**config.mk**
```make
export PLATFORM = sky130hd
export DESIGN_NAME = pattern_detector
export DESIGN_NICKNAME = d
export VERILOG_FILES = /design/src/rtl/pattern_detector_pkg.sv /design/src/rtl/pattern_detector_sat_counter.sv /design/src/rtl/pattern_detector.sv
export SDC_FILE = /design/constraint.sdc
export NUM_CORES = 1
export LEC_CHECK = 0
export BUFFER_PORTS_ARGS = -buffer_cell sky130_fd_sc_hd__buf_2
export CORE_MARGIN = 2
export CORE_UTILIZATION = 25
export CTS_BUF_LIST = sky130_fd_sc_hd__clkbuf_8
export DETAILED_ROUTE_END_ITERATION = 8
export SYNTH_ARGS = -nofsm -noshare
export SYNTH_HDL_FRONTEND = slang
export SYNTH_SLANG_ARGS = --single-unit
export TNS_END_PERCENT = 5
```
**constraint.sdc**
```tcl
create_clock -name clk -period 2.09 [get_ports clk]
set_clock_uncertainty 0.05 [all_clocks]
set_input_delay 0.209 -clock clk [delete_from_list [all_inputs] [get_ports clk]]
set_output_delay 0.209 -clock clk [all_outputs]
set_load 0.02 [all_outputs]
```
**src/rtl/pattern_detector_pkg.sv**
```systemverilog
// Shared types and defaults for the serial pattern detector.
package pattern_detector_pkg;

    typedef enum logic [1:0] {
        IDLE  = 2'd0,
        FILL  = 2'd1,
        ARMED = 2'd2
    } state_t;

    localparam int DEFAULT_MAX_LEN = 8;
    localparam int DEFAULT_CNT_W   = 16;

    // Width needed to hold a pattern length from 0 up to max_len inclusive.
    function automatic int len_width(input int max_len);
        return $clog2(max_len + 1);
    endfunction

endpackage

```
**src/rtl/pattern_detector_sat_counter.sv**
```systemverilog
// Saturating up-counter with synchronous clear; holds at all-ones.
module sat_counter #(
    parameter int WIDTH = 16
) (
    input  logic             clk,
    input  logic             reset,
    input  logic             clr,
    input  logic             inc,
    output logic [WIDTH-1:0] count
);

    logic [WIDTH-1:0] count_q;
    logic [WIDTH-1:0] count_d;

    always_comb begin
        count_d = count_q;
        if (clr) begin
            count_d = '0;
        end else if (inc && (count_q != {WIDTH{1'b1}})) begin
            count_d = count_q + WIDTH'(1);
        end
    end

    always_ff @(posedge clk) begin
        if (reset) begin
            count_q <= '0;
        end else begin
            count_q <= count_d;
        end
    end

    assign count = count_q;

endmodule

```
**src/rtl/pattern_detector.sv**
```systemverilog
// Serial bit-pattern detector with runtime-loadable pattern/length and
// optional overlapping matches; counts matches in a saturating counter.
module pattern_detector
    import pattern_detector_pkg::*;
#(
    parameter int MAX_LEN = DEFAULT_MAX_LEN,
    parameter int CNT_W   = DEFAULT_CNT_W
) (
    input  logic                           clk,
    input  logic                           reset,
    input  logic                           seq_valid,
    input  logic                           seq,
    input  logic                           cfg_load,
    input  logic [MAX_LEN-1:0]             pattern,
    input  logic [len_width(MAX_LEN)-1:0]  pattern_len,
    input  logic                           overlap_en,
    input  logic                           clear,
    output logic                           set,
    output logic [CNT_W-1:0]               match_count,
    output logic                           armed,
    output logic                           cfg_err
);

    localparam int LEN_W = len_width(MAX_LEN);

    state_t             state_q, state_d;
    logic [MAX_LEN-1:0] hist_q, hist_d;
    logic [LEN_W-1:0]   fill_q, fill_d;
    logic [MAX_LEN-1:0] pat_q, pat_d;
    logic [LEN_W-1:0]   len_q, len_d;
    logic               ovl_q, ovl_d;
    logic               set_q, set_d;

    logic               cur_legal;
    logic               new_legal;
    logic               accept;
    logic               match;
    logic [MAX_LEN-1:0] shift_hist;
    logic [LEN_W-1:0]   fill_inc;
    logic [MAX_LEN-1:0] len_mask;

    assign cur_legal = (len_q >= LEN_W'(2)) && (len_q <= LEN_W'(MAX_LEN));
    assign new_legal = (pattern_len >= LEN_W'(2)) && (pattern_len <= LEN_W'(MAX_LEN));

    // Only the low len_q history bits take part in the comparison.
    for (genvar gi = 0; gi < MAX_LEN; gi++) begin : g_mask
        assign len_mask[gi] = (LEN_W'(gi) < len_q);
    end

    assign shift_hist = {hist_q[MAX_LEN-2:0], seq};
    assign fill_inc   = (fill_q >= len_q) ? len_q : (fill_q + LEN_W'(1));
    assign accept     = seq_valid && !clear && !cfg_load && (state_q != IDLE);

    always_comb begin
        state_d = state_q;
        hist_d  = hist_q;
        fill_d  = fill_q;
        pat_d   = pat_q;
        len_d   = len_q;
        ovl_d   = ovl_q;
        match   = 1'b0;

        if (cfg_load) begin
            pat_d   = pattern;
            len_d   = pattern_len;
            ovl_d   = overlap_en;
            hist_d  = '0;
            fill_d  = '0;
            state_d = new_legal ? FILL : IDLE;
        end else if (clear) begin
            hist_d = '0;
            fill_d = '0;
            if (state_q == ARMED) begin
                state_d = FILL;
            end
        end else if (accept) begin
            hist_d = shift_hist;
            fill_d = fill_inc;
            if (fill_inc == len_q) begin
                match = (((shift_hist ^ pat_q) & len_mask) == '0);
                // Without overlap the window restarts, so the next match needs len_q fresh bits.
                if (match && !ovl_q) begin
                    fill_d  = '0;
                    state_d = FILL;
                end else begin
                    state_d = ARMED;
                end
            end
        end

        set_d = match;
    end

    always_ff @(posedge clk) begin
        if (reset) begin
            state_q <= IDLE;
            hist_q  <= '0;
            fill_q  <= '0;
            pat_q   <= '0;
            len_q   <= '0;
            ovl_q   <= 1'b0;
            set_q   <= 1'b0;
        end else begin
            state_q <= state_d;
            hist_q  <= hist_d;
            fill_q  <= fill_d;
            pat_q   <= pat_d;
            len_q   <= len_d;
            ovl_q   <= ovl_d;
            set_q   <= set_d;
        end
    end

    sat_counter #(
        .WIDTH (CNT_W)
    ) u_match_cnt (
        .clk   (clk),
        .reset (reset),
        .clr   (clear),
        .inc   (match),
        .count (match_count)
    );

    assign set     = set_q;
    assign armed   = (state_q == ARMED);
    assign cfg_err = !cur_legal;

endmodule
```
# Word-level counts from Yosys, hierarchy flattened
# Cells that the tools add are included.
# classes
eq_ne	4
magnitude_cmp	13
reduce_logical	18
add_sub_neg	2
bitwise_logic	2
muxes	14
# ops
operator	n
$add 16x1->16 const B	1
$lt 3x4->1 const A	4
$ne 16x16->1 const B	1
$mux 2	6
$mux 4	3
$and 8x8->8	1
$ge 4x2->1 const B	2
$le 4x4->1 const B	2
$logic_not 8->1	1
$lt 1x4->1 const A	2
$lt 2x4->1 const A	2
$xor 8x8->8	1
$logic_and 1x1->1	7
$reduce_bool 3->1	2
$mux 1	5
$add 4x1->4 const B	1
$eq 4x4->1	1
$ge 4x4->1	1
$logic_not 1->1	4
$ne 3x2->1 const B	1
$reduce_and 3->1	1
$reduce_or 3->1	1
$eq 2x2->1 const B	1
$reduce_bool 2->1	1
$reduce_or 2->1	1
# word_totals
elab_cells	61
output_inout_bits	19
reg_bits	43
inputBits	19

# Logic depth before layout (Yosys ltp)
# Gate-level depths: netlist of run 1.
# depth
word_depth	9
depth_mapped	11
mapped_depth_nobuf	8

# Hierarchy
# From an unflattened synthesis of run 1, not the netlist that was laid out.
# unflattened
hier_cells	281
hier_area_um2	2528.7
# by_module_without_submodules
module	seq_area_each_um2	cells_each	area_per_inst_um2	instances
pattern_detector	540.5	179	1611.5	1
sat_counter	320.3	102	917.1	1

# Worst setup path after synthesis of run 1
# Ideal clock, no wire load.
# synth_path
path_kind	flip-flop to flip-flop
start	reg fill_q[0]
end	reg state_q[1]
setup_slack_ns	-0.221
arrival_time_ns	2.134
required_time_ns	1.912
n_path_buf	0
stages_incl_launch_ff	9
setup_time_ns	0.128
path_cell_list	dfxtp_1 inv_1 ha_1 nand2b_1 a2111oi_4 o32ai_4 a221oi_1 mux2i_1 nor2_1
# synth_between
elab_chain_len	5
word_cells_on_any_way	6
# synth_lines
element	line_no	text
from (decl)	pattern_detector.sv:28	logic [LEN_W-1:0] fill_q, fill_d;
from (signal assigned)	pattern_detector.sv:106	fill_q <= fill_d;
$add 4x1->4 / $ge 4x4->1 (equally long branches)	pattern_detector.sv:51	assign fill_inc = (fill_q >= len_q) ? len_q : (fill_q + LEN_W'(1));
$mux 4 *	pattern_detector.sv:51	
$eq 4x4->1 *	pattern_detector.sv:79	if (fill_inc == len_q) begin
$reduce_bool 3->1 (no line) *	n/a	
$reduce_and 3->1 (no line) *	n/a	
to (signal assigned)	pattern_detector.sv:104	state_q <= state_d;
to (decl)	pattern_detector.sv:26	state_t state_q, state_d;
# Every way passes the cells marked *; elsewhere a longest branch is shown, timed or not.
# A chain may end at the register's enable or synchronous reset.

# Worst setup path in the final report of run 1
# layout_path
start	reg fill_q[1]
end	reg u_match_cnt.count_q[3] (netlist: u_match_cnt.count[3])
# layout_between
elab_chain_len	8
word_cells_on_any_way	9
# layout_lines
element	line_no	text
$add 4x1->4 / $ge 4x4->1 (equally long branches)	pattern_detector.sv:51	
$mux 4 *	pattern_detector.sv:51	
$eq 4x4->1 *	pattern_detector.sv:79	
$mux 1 *	pattern_detector.sv:79	
$mux 1 *	pattern_detector.sv:76	end else if (accept) begin
$mux 1 *	pattern_detector.sv:70	end else if (clear) begin
$mux 1 *	pattern_detector.sv:63	if (cfg_load) begin
$logic_and 1x1->1 *	pattern_detector_sat_counter.sv:19	end else if (inc && (count_q != {WIDTH{1'b1}})) begin
to (signal assigned)	pattern_detector_sat_counter.sv:28	count_q <= count_d;
to (decl)	pattern_detector_sat_counter.sv:12	logic [WIDTH-1:0] count_q;
# Marked as above.

==> insert_results.sql, run 1 <==
INSERT INTO impl_metrics (metric_group, metric, value, unit) VALUES
('sta', 'maxSlewViolCount', '0', ''),
('floorplan', 'floorplan.rows', '35', ''),
('logic_synthesis', 'post_synth_edffs', '0', ''),
('floorplan', 'design.die.area', '10200', 'µm²'),
('clocking', 'cts_inserted_buffers', '5', ''),
('logic_synthesis', 'synthMuxAreaShare', '10.7', '%'),
('logic_synthesis', 'ys_ff_latch', '43', ''),
('logic_synthesis', 'synth.yosys.warnings', '0', ''),
('status', 'result_of_the_run', 'complete, but fails checks', ''),
('sta', 'post-route-period-util', '108', '%'),
('worst_setup_path', 'critical_path.cell_chain', 'ha_4 > xnor2_2 > nand2_1 > o32ai_4 > buf_12 > nand4_4 > buf_6 > o31ai_2 > a21oi_1', ''),
('worst_setup_path', 'startpoint_type', 'flop', ''),
('power', 'p_leak', '0.00137', 'µW'),
('global_routing', 'grt_overflow_total', '0', ''),
('layout', 'fin_util', '37.0', '%'),
('layout', 'layout.nets', '371', ''),
('layout', 'multi_input_area', '1570', 'µm²'),
('drt', 'ant_nets', '0', ''),
('sta', 'tns', '-2.08', 'ns'),
('sta', 'worst-slew-pin-transition', '0.612', 'ns'),
('floorplan', 'core_region_area', '9200', 'µm²'),
('power', 'worst_ir_drop_vdd', '0.000233', 'V'),
('clocking', 'ctsLongestPathBuffers', '2', ''),
('global_routing', 'grt_pass1_vias', '2147', ''),
('floorplan', 'start_util', '25.6', '%'),
('sta', 'post_route_minimum_period', '2.26', 'ns'),
('layout', 'filler_cell_count', '920', ''),
('worst_setup_path', 'cp_max_fo', '7', ''),
('worst_setup_path', 'worst_ep_arrival_time', '2.40', 'ns'),
('hold_path', 'hold_path.class', 'in -> reg', ''),
('worst_setup_path', 'kind_of_end_point_of_the_critical_path', 'flop', ''),
('worst_setup_path', 'max_stage_delay', '0.41', 'ns'),
('logic_synthesis', 'count_of_mapped_cells_out_of_synthesis', '265', ''),
('logic_synthesis', 'synth_fp_nets', '290', ''),
('sta', 'timing.fmax', '443', 'MHz'),
('floorplan', 'io_pins', '38', ''),
('logic_synthesis', 'post_synthesis_share_of_cell_area_spent_on_full_adders_half_adders_and_majority_gates', '3.18', '%'),
('place', 'place_worst_setup_slack', '-0.322', 'ns'),
('floorplan', 'die-width', '101', 'µm'),
('logic_synthesis', 'synth_top_family_by_area', 'simple AND/OR/NAND/NOR gates', ''),
('place', 'half_perimeter_wire_length_of_the_detailed_placement_result', '4440', 'µm'),
('status', 'violations', 'setup timing', ''),
('clocking', 'tritoncts', 'yes', ''),
('power', 'power_density', '573', 'nW/µm²'),
('clocking', 'ctsRootBufferMaster', 'sky130_fd_sc_hd__clkbuf_8', ''),
('layout', 'final-seq-area', '878', 'µm²'),
('clocking', 'total_clock_sinks', '43', ''),
('global_routing', 'grt_first_pass_wirelength', '10700', 'µm'),
('sta', 'postLayoutSetupSlackWorst', '-0.165', 'ns'),
('logic_synthesis', 'synth_ff_type', 'sky130_fd_sc_hd__dfxtp_1', ''),
('drt', 'avgViaCountPerCell', '4.99', ''),
('sta', 'slew_headroom', '58.9', '%'),
('layout', 'drive_above_1_share', '39.2', '%'),
('clocking', 'clock_tree.htree_level_count', '2', ''),
('global_routing', 'grt_max_degree', '21', ''),
('logic_synthesis', 'synthSimpleGateAreaFrac', '22.0', '%'),
('logic_synthesis', 'post_synth_cell_types', '49', ''),
('worst_setup_path', 'critPathRequiredTime', '2.23', 'ns'),
('floorplan', 'die_height', '101', 'µm'),
('logic_synthesis', 'yosys.area_share.xor_xnor', '5.52', '%'),
('place', 'globalplace.congestion', '0.807', ''),
('place', 'place.port_buffers', '37', ''),
('global_routing', 'number_of_antenna_violations_at_the_first_check_in_global_routing', '0', ''),
('drt', 'initial_detailed_routing_violation_count', '120', ''),
('sta', 'finish_stage_setup_viols', '17', ''),
('clocking', 'clock_latency', '0.31', 'ns'),
('sta', 'timing_hold_violations_final', '0', ''),
('layout', 'synthToLayoutAreaGrowth', '44.2', '%'),
('sta', 'rsz0062_at_grt', 'true', ''),
('drt', 'via_count', '2286', ''),
('worst_setup_path', 'worst-setup-path-type', 'reg -> reg', '');
==> cell usage in the layout, fill, tap and decap left out, types with 2 or more instances in the layout <==
cell type / instances
sky130_fd_sc_hd__o21ai_0: 5
sky130_fd_sc_hd__o31ai_2: 3
sky130_fd_sc_hd__dfxtp_1: 37
sky130_fd_sc_hd__clkbuf_8: 5
sky130_fd_sc_hd__a21oi_1: 16
sky130_fd_sc_hd__or3_1: 6
sky130_fd_sc_hd__o41ai_1: 2
sky130_fd_sc_hd__xnor2_2: 2
sky130_fd_sc_hd__mux2i_1: 24
sky130_fd_sc_hd__bufinv_16: 2
sky130_fd_sc_hd__or2_2: 2
sky130_fd_sc_hd__a31o_2: 2
sky130_fd_sc_hd__xnor2_1: 10
sky130_fd_sc_hd__a22oi_1: 2
sky130_fd_sc_hd__or4_1: 8
sky130_fd_sc_hd__nor2_1: 37
sky130_fd_sc_hd__ha_1: 3
sky130_fd_sc_hd__buf_2: 37
sky130_fd_sc_hd__inv_1: 6
sky130_fd_sc_hd__ha_4: 3
sky130_fd_sc_hd__nand3_1: 11
sky130_fd_sc_hd__buf_4: 41
sky130_fd_sc_hd__dfxtp_4: 4
sky130_fd_sc_hd__buf_6: 9
sky130_fd_sc_hd__inv_2: 2
sky130_fd_sc_hd__nor3_1: 3
sky130_fd_sc_hd__o32ai_4: 2
sky130_fd_sc_hd__o31ai_1: 4
sky130_fd_sc_hd__nand4_4: 3
sky130_fd_sc_hd__o311ai_1: 2
sky130_fd_sc_hd__and3_1: 4
sky130_fd_sc_hd__nand4_1: 5
sky130_fd_sc_hd__nand2_1: 12
sky130_fd_sc_hd__buf_12: 3
sky130_fd_sc_hd__dfxtp_2: 2
==> kinds of logic (layout without fill, tap and decap cells) <==
| kind of cell | Yosys count | in the layout |
|---|---|---|
| and+or+nand+nor | 99 | 101 |
| AOI/OAI and AO/OA | 53 | 53 |
| adders and majority gates | 6 | 6 |
| buffers and inverters | 25 | 105 |
| xor gates and xnor gates | 14 | 14 |
| DFF | 43 | 43 |
| muxes | 25 | 25 |
==> power by group <==
group / total [µW] / internal, µW / switching, µW
combinational: 323 / 161 / 162
clock: 771 / 473 / 299
sequential: 851 / 833 / 17.5
total: 1950 / 1470 / 478
==> metal layers <==
metal	up-vias	wire [µm]	GRT usage, %
met5	-	0	0
met4	0	104	4.99
met3	8	207	2.15
met2	45	3030	20.8
met1	1103	3060	18.2
li1	1130	-	-
==> what timing repair did <==
item                                    CTS  global route
resized for setup                        28            15
buffers inserted                          9             2
hold buffers                              0             0
pin swaps                                22            10
endpoints found under the setup margin   23            23
cloned                                    2             0
==> registers in the layout, indices dropped and copies added, names as in the netlist <==
register	count
pat_q	8
u_match_cnt.count	16
state_q	2
ovl_q	1
fill_q	4
hist_q	7
len_q	4
set	1
==> critical path: cells and delay by family, from the launching register on <==
| family | cells | cell delay (ns) |
|---|---|---|
| DFF | 1 | 0.36 |
| buffers and inverters | 2 | 0.35 |
| adders and majority gates | 1 | 0.28 |
| xor gates and xnor gates | 1 | 0.10 |
| and+or+nand+nor | 2 | 0.26 |
| AOI/OAI and AO/OA | 3 | 0.73 |
==> final timing paths <==
kind              depth (start not counted)                    to  slack, ns       start
setup reg to reg                          9  u_match_cnt.count[3]      -0.17   fill_q[1]
hold / removal                            3              pat_q[2]       0.08  pattern[2]
hold reg to reg                           2            state_q[0]       0.42  state_q[0]
setup / recovery                          9  u_match_cnt.count[3]      -0.17   fill_q[1]
==> cell type report <==
| cell class | instances | share of cell area, % |
|---|---|---|
| Clock buffer | 5 | 2.03 |
| Sequential cell | 43 | 25.8 |
| Clock inverter | 3 | 1.88 |
| Tap cell | 111 | 4.09 |
| Inverter | 7 | 0.773 |
| Multi-Input combinational cell | 199 | 46.1 |
| Timing Repair Buffer | 90 | 19.3 |
==> cell usage after synthesis (all sizes together) (2+ instances only) <==
| master | instances | area share, % |
|---|---|---|
| and4 | 2 | 0.74 |
| buf | 9 | 2.7 |
| o32ai | 3 | 2.2 |
| nand3 | 11 | 2.3 |
| dfxtp | 43 | 37 |
| o31ai | 8 | 2.5 |
| inv | 7 | 1.1 |
| or4 | 8 | 2.5 |
| nand2b | 2 | 0.53 |
| xnor2 | 12 | 4.5 |
| xor2 | 2 | 1.1 |
| a22oi | 2 | 0.64 |
| or2 | 2 | 0.53 |
| o41ai | 2 | 0.74 |
| and3 | 4 | 1.1 |
| clkbuf | 9 | 1.4 |
| nor2 | 38 | 6.1 |
| o21ai | 6 | 1.3 |
| nor3 | 4 | 1.1 |
| o311ai | 2 | 0.74 |
| mux2i | 24 | 10 |
| nor4 | 2 | 0.80 |
| or3 | 6 | 1.6 |
| ha | 6 | 3.2 |
| a21oi | 17 | 3.6 |
| a31oi | 2 | 0.53 |
| nand4 | 6 | 2.2 |
| a31o | 2 | 0.74 |
| nand2 | 12 | 1.9 |
==> through the flow <==
stage	area, µm²	hold slack [ns]	instances
final	3400	0.0813	458
after CTS	3320	0.0863	456
after global routing	3400	0.0873	458
after floorplan	2390	0.303	265
after detailed placement	2940	0.403	437
after global placement	2940	0.394	437
(Power assumes the default switching activity.)
==> run 2: changes to the inputs <==
- SETUP_SLACK_MARGIN: not set -> 0.4
==> insert_results.sql, run 2 (synthesis gave the netlist of run 1 again) <==
INSERT INTO impl_metrics (metric_group, metric, value, unit) VALUES
('floorplan', 'core_region_area', '9200', 'µm²'),
('power', 'power_density', '587', 'nW/µm²'),
('drt', 'via_count', '2250', ''),
('global_routing', 'grt_pass1_vias', '2241', ''),
('clocking', 'total_clock_sinks', '43', ''),
('sta', 'maxSlewViolCount', '0', ''),
('clocking', 'clk_transition_reported_paths', '0.08', 'ns'),
('clocking', 'cts_inserted_buffers', '5', ''),
('clocking', 'tritoncts', 'yes', ''),
('sta', 'post_route_minimum_period', '2.34', 'ns'),
('clocking', 'ctsLongestPathBuffers', '2', ''),
('layout', 'multi_input_area', '1570', 'µm²'),
('sta', 'timing.fmax', '427', 'MHz'),
('sta', 'timing_hold_violations_final', '0', ''),
('drt', 'wl_final', '6500', 'µm'),
('global_routing', 'number_of_antenna_violations_at_the_first_check_in_global_routing', '0', ''),
('drt', 'ant_nets', '0', ''),
('worst_setup_path', 'reg2reg_depth', '8', ''),
('worst_setup_path', 'startpoint_type', 'flop', ''),
('worst_setup_path', 'reg2reg_to', 'state_q[1]', ''),
('layout', 'synthToLayoutAreaGrowth', '37.7', '%'),
('worst_setup_path', 'cp_max_fo', '4', ''),
('place', 'placedInstanceArea', '2920', 'µm²'),
('power', 'worst_ir_drop_vdd', '0.000335', 'V'),
('worst_setup_path', 'critPathRequiredTime', '2.22', 'ns'),
('layout', 'final_design_area_no_fill', '3250', 'µm²'),
('worst_setup_path', 'kind_of_end_point_of_the_critical_path', 'flop', ''),
('global_routing', 'grt_first_pass_wirelength', '10400', 'µm'),
('layout', 'layout.cells.most_common_list', 'sky130_fd_sc_hd__buf_4, sky130_fd_sc_hd__dfxtp_1, sky130_fd_sc_hd__nor2_1, sky130_fd_sc_hd__buf_2, sky130_fd_sc_hd__mux2i_1', ''),
('global_routing', 'grt_max_degree', '21', ''),
('floorplan', 'die-width', '101', 'µm'),
('worst_setup_path', 'worst_ep_arrival_time', '2.47', 'ns'),
('floorplan', 'floorplan.rows', '35', ''),
('sta', 'rsz0062_at_grt', 'true', ''),
('layout', 'drive_above_1_share', '37.8', '%'),
('flow_run', 'max_capacitance_violation_count', '0', ''),
('floorplan', 'io_pins', '38', ''),
('layout', 'layout.nets', '360', ''),
('worst_setup_path', 'timing.critical_path.from', 'fill_q[1]', ''),
('clocking', 'clock_latency', '0.30', 'ns'),
('sta', 'slew_headroom', '58.1', '%'),
('global_routing', 'grt_overflow_total', '0', ''),
('status', 'result_of_the_run', 'complete, but fails checks', ''),
('sta', 'postLayoutSetupSlackWorst', '-0.254', 'ns'),
('layout', 'filler_cell_count', '957', ''),
('drt', 'drt_drc_violations_left', '0', ''),
('power', 'post-layout-total-power', '1910', 'µW'),
('worst_setup_path', 'worst-setup-path-type', 'reg -> reg', ''),
('layout', 'max_ffs_per_register', '16', ''),
('drt', 'wl_per_cell', '14.5', 'µm'),
('layout', 'final-seq-area', '872', 'µm²'),
('hold_path', 'hold_path.class', 'in -> reg', ''),
('floorplan', 'die_height', '101', 'µm'),
('drt', 'avgViaCountPerCell', '5.03', ''),
('clocking', 'ctsRootBufferMaster', 'sky130_fd_sc_hd__clkbuf_8', ''),
('floorplan', 'start_util', '25.6', '%'),
('place', 'place.port_buffers', '37', ''),
('sta', 'finish_stage_setup_viols', '18', ''),
('sta', 'post-route-period-util', '112', '%'),
('layout', 'layoutNonFillerInstCount', '447', ''),
('worst_setup_path', 'reg2reg_setup_slack', '-0.25', 'ns'),
('power', 'p_leak', '0.00131', 'µW'),
('place', 'globalplace.congestion', '0.876', ''),
('worst_setup_path', 'critical_path.reg2reg.startpoint', 'fill_q[1]', ''),
('clocking', 'clock_tree.htree_level_count', '2', ''),
('layout', 'n_antenna_cell', '0', ''),
('drt', 'initial_detailed_routing_violation_count', '87', ''),
('drt', 'drt_first_pass_iters', '5', ''),
('place', 'half_perimeter_wire_length_of_the_detailed_placement_result', '4530', 'µm'),
('sta', 'holdWs', '0.0949', 'ns'),
('floorplan', 'design.die.area', '10200', 'µm²'),
('sta', 'worst-slew-pin-transition', '0.625', 'ns'),
('place', 'place_worst_setup_slack', '-0.279', 'ns'),
('status', 'violations', 'setup timing', ''),
('layout', 'most_common_cell_after_layout_fill_and_taps_aside', 'sky130_fd_sc_hd__buf_4', ''),
('global_routing', 'global_route.usage.total', '12.6', '%'),
('place', 'dpl.cell_count', '435', ''),
('worst_setup_path', 'critPathCapture', 'state_q[1]', '');
==> run 2: where the power goes <==
group | total, µW | leakage (µW) | internal, µW | switching, µW
Sequential | 852 | 0.000352 | 835 | 17.5
Combinational | 285 | 0.000884 | 130 | 154
Clock | 770 | 0.0000695 | 473 | 297
Total | 1910 | 0.00131 | 1440 | 469
==> run 2: what timing repair did <==
item / in CTS / in global routing
cloned: 1 / 1
setup endpoints to repair: 23 / 23
pin swaps: 8 / 21
hold buffers: 0 / 0
buffers inserted: 1 / 1
gates resized for setup: 11 / 22
==> run 2: how the worst min path moves through the flow <==
stage | from | slack, ns | end | cells past startpoint
6_report | pattern[3] | 0.09 | pat_q[3] | 3
3_5_place_dp | overlap_en | 0.40 | ovl_q | 3
5_1_grt | pattern[3] | 0.11 | pat_q[3] | 3
4_1_cts | overlap_en | 0.08 | ovl_q | 3
3_3_place_gp | pattern[6] | 0.40 | pat_q[6] | 3
2_1_floorplan | seq | 0.30 | hist_q[0] | 2
==> run 2: worst max-delay path, cell delays in order (launching register included) <==
cell and delay (ns):
sky130_fd_sc_hd__dfxtp_4 0.36, sky130_fd_sc_hd__buf_4 0.15, sky130_fd_sc_hd__ha_4 0.24, sky130_fd_sc_hd__a2111oi_4 0.44, sky130_fd_sc_hd__o32ai_4 0.24, sky130_fd_sc_hd__buf_6 0.18
sky130_fd_sc_hd__a221oi_4 0.25, sky130_fd_sc_hd__mux2i_1 0.23, sky130_fd_sc_hd__nor2_1 0.07
==> run 2: routing by layer <==
metal	wire [µm]	vias to the layer above	global-route usage, %
li1	-	1118	-
met1	3190	1083	16.5
met2	3090	40	20.9
met3	134	9	1.87
met4	92	0	4.57
met5	0	-	0
==> run 2: final cells by class <==
cell class                 instances  share of cell area [%]
clock buffer                       5                    2.12
clock inverter                     3                    1.97
inverter                           7                   0.809
multi-input combinational        199                    48.2
sequential                        43                    26.9
tap                              111                    4.28
timing repair buffer              79                    15.8
==> run 2: through the flow <==
stage	setup TNS [ns]	util, %
floorplan	0	-
global placement	-2.50	31.7
detailed placement	-3.63	31.7
CTS	-3.44	33.9
global route	-5.59	35.3
finish	-3.21	35.3
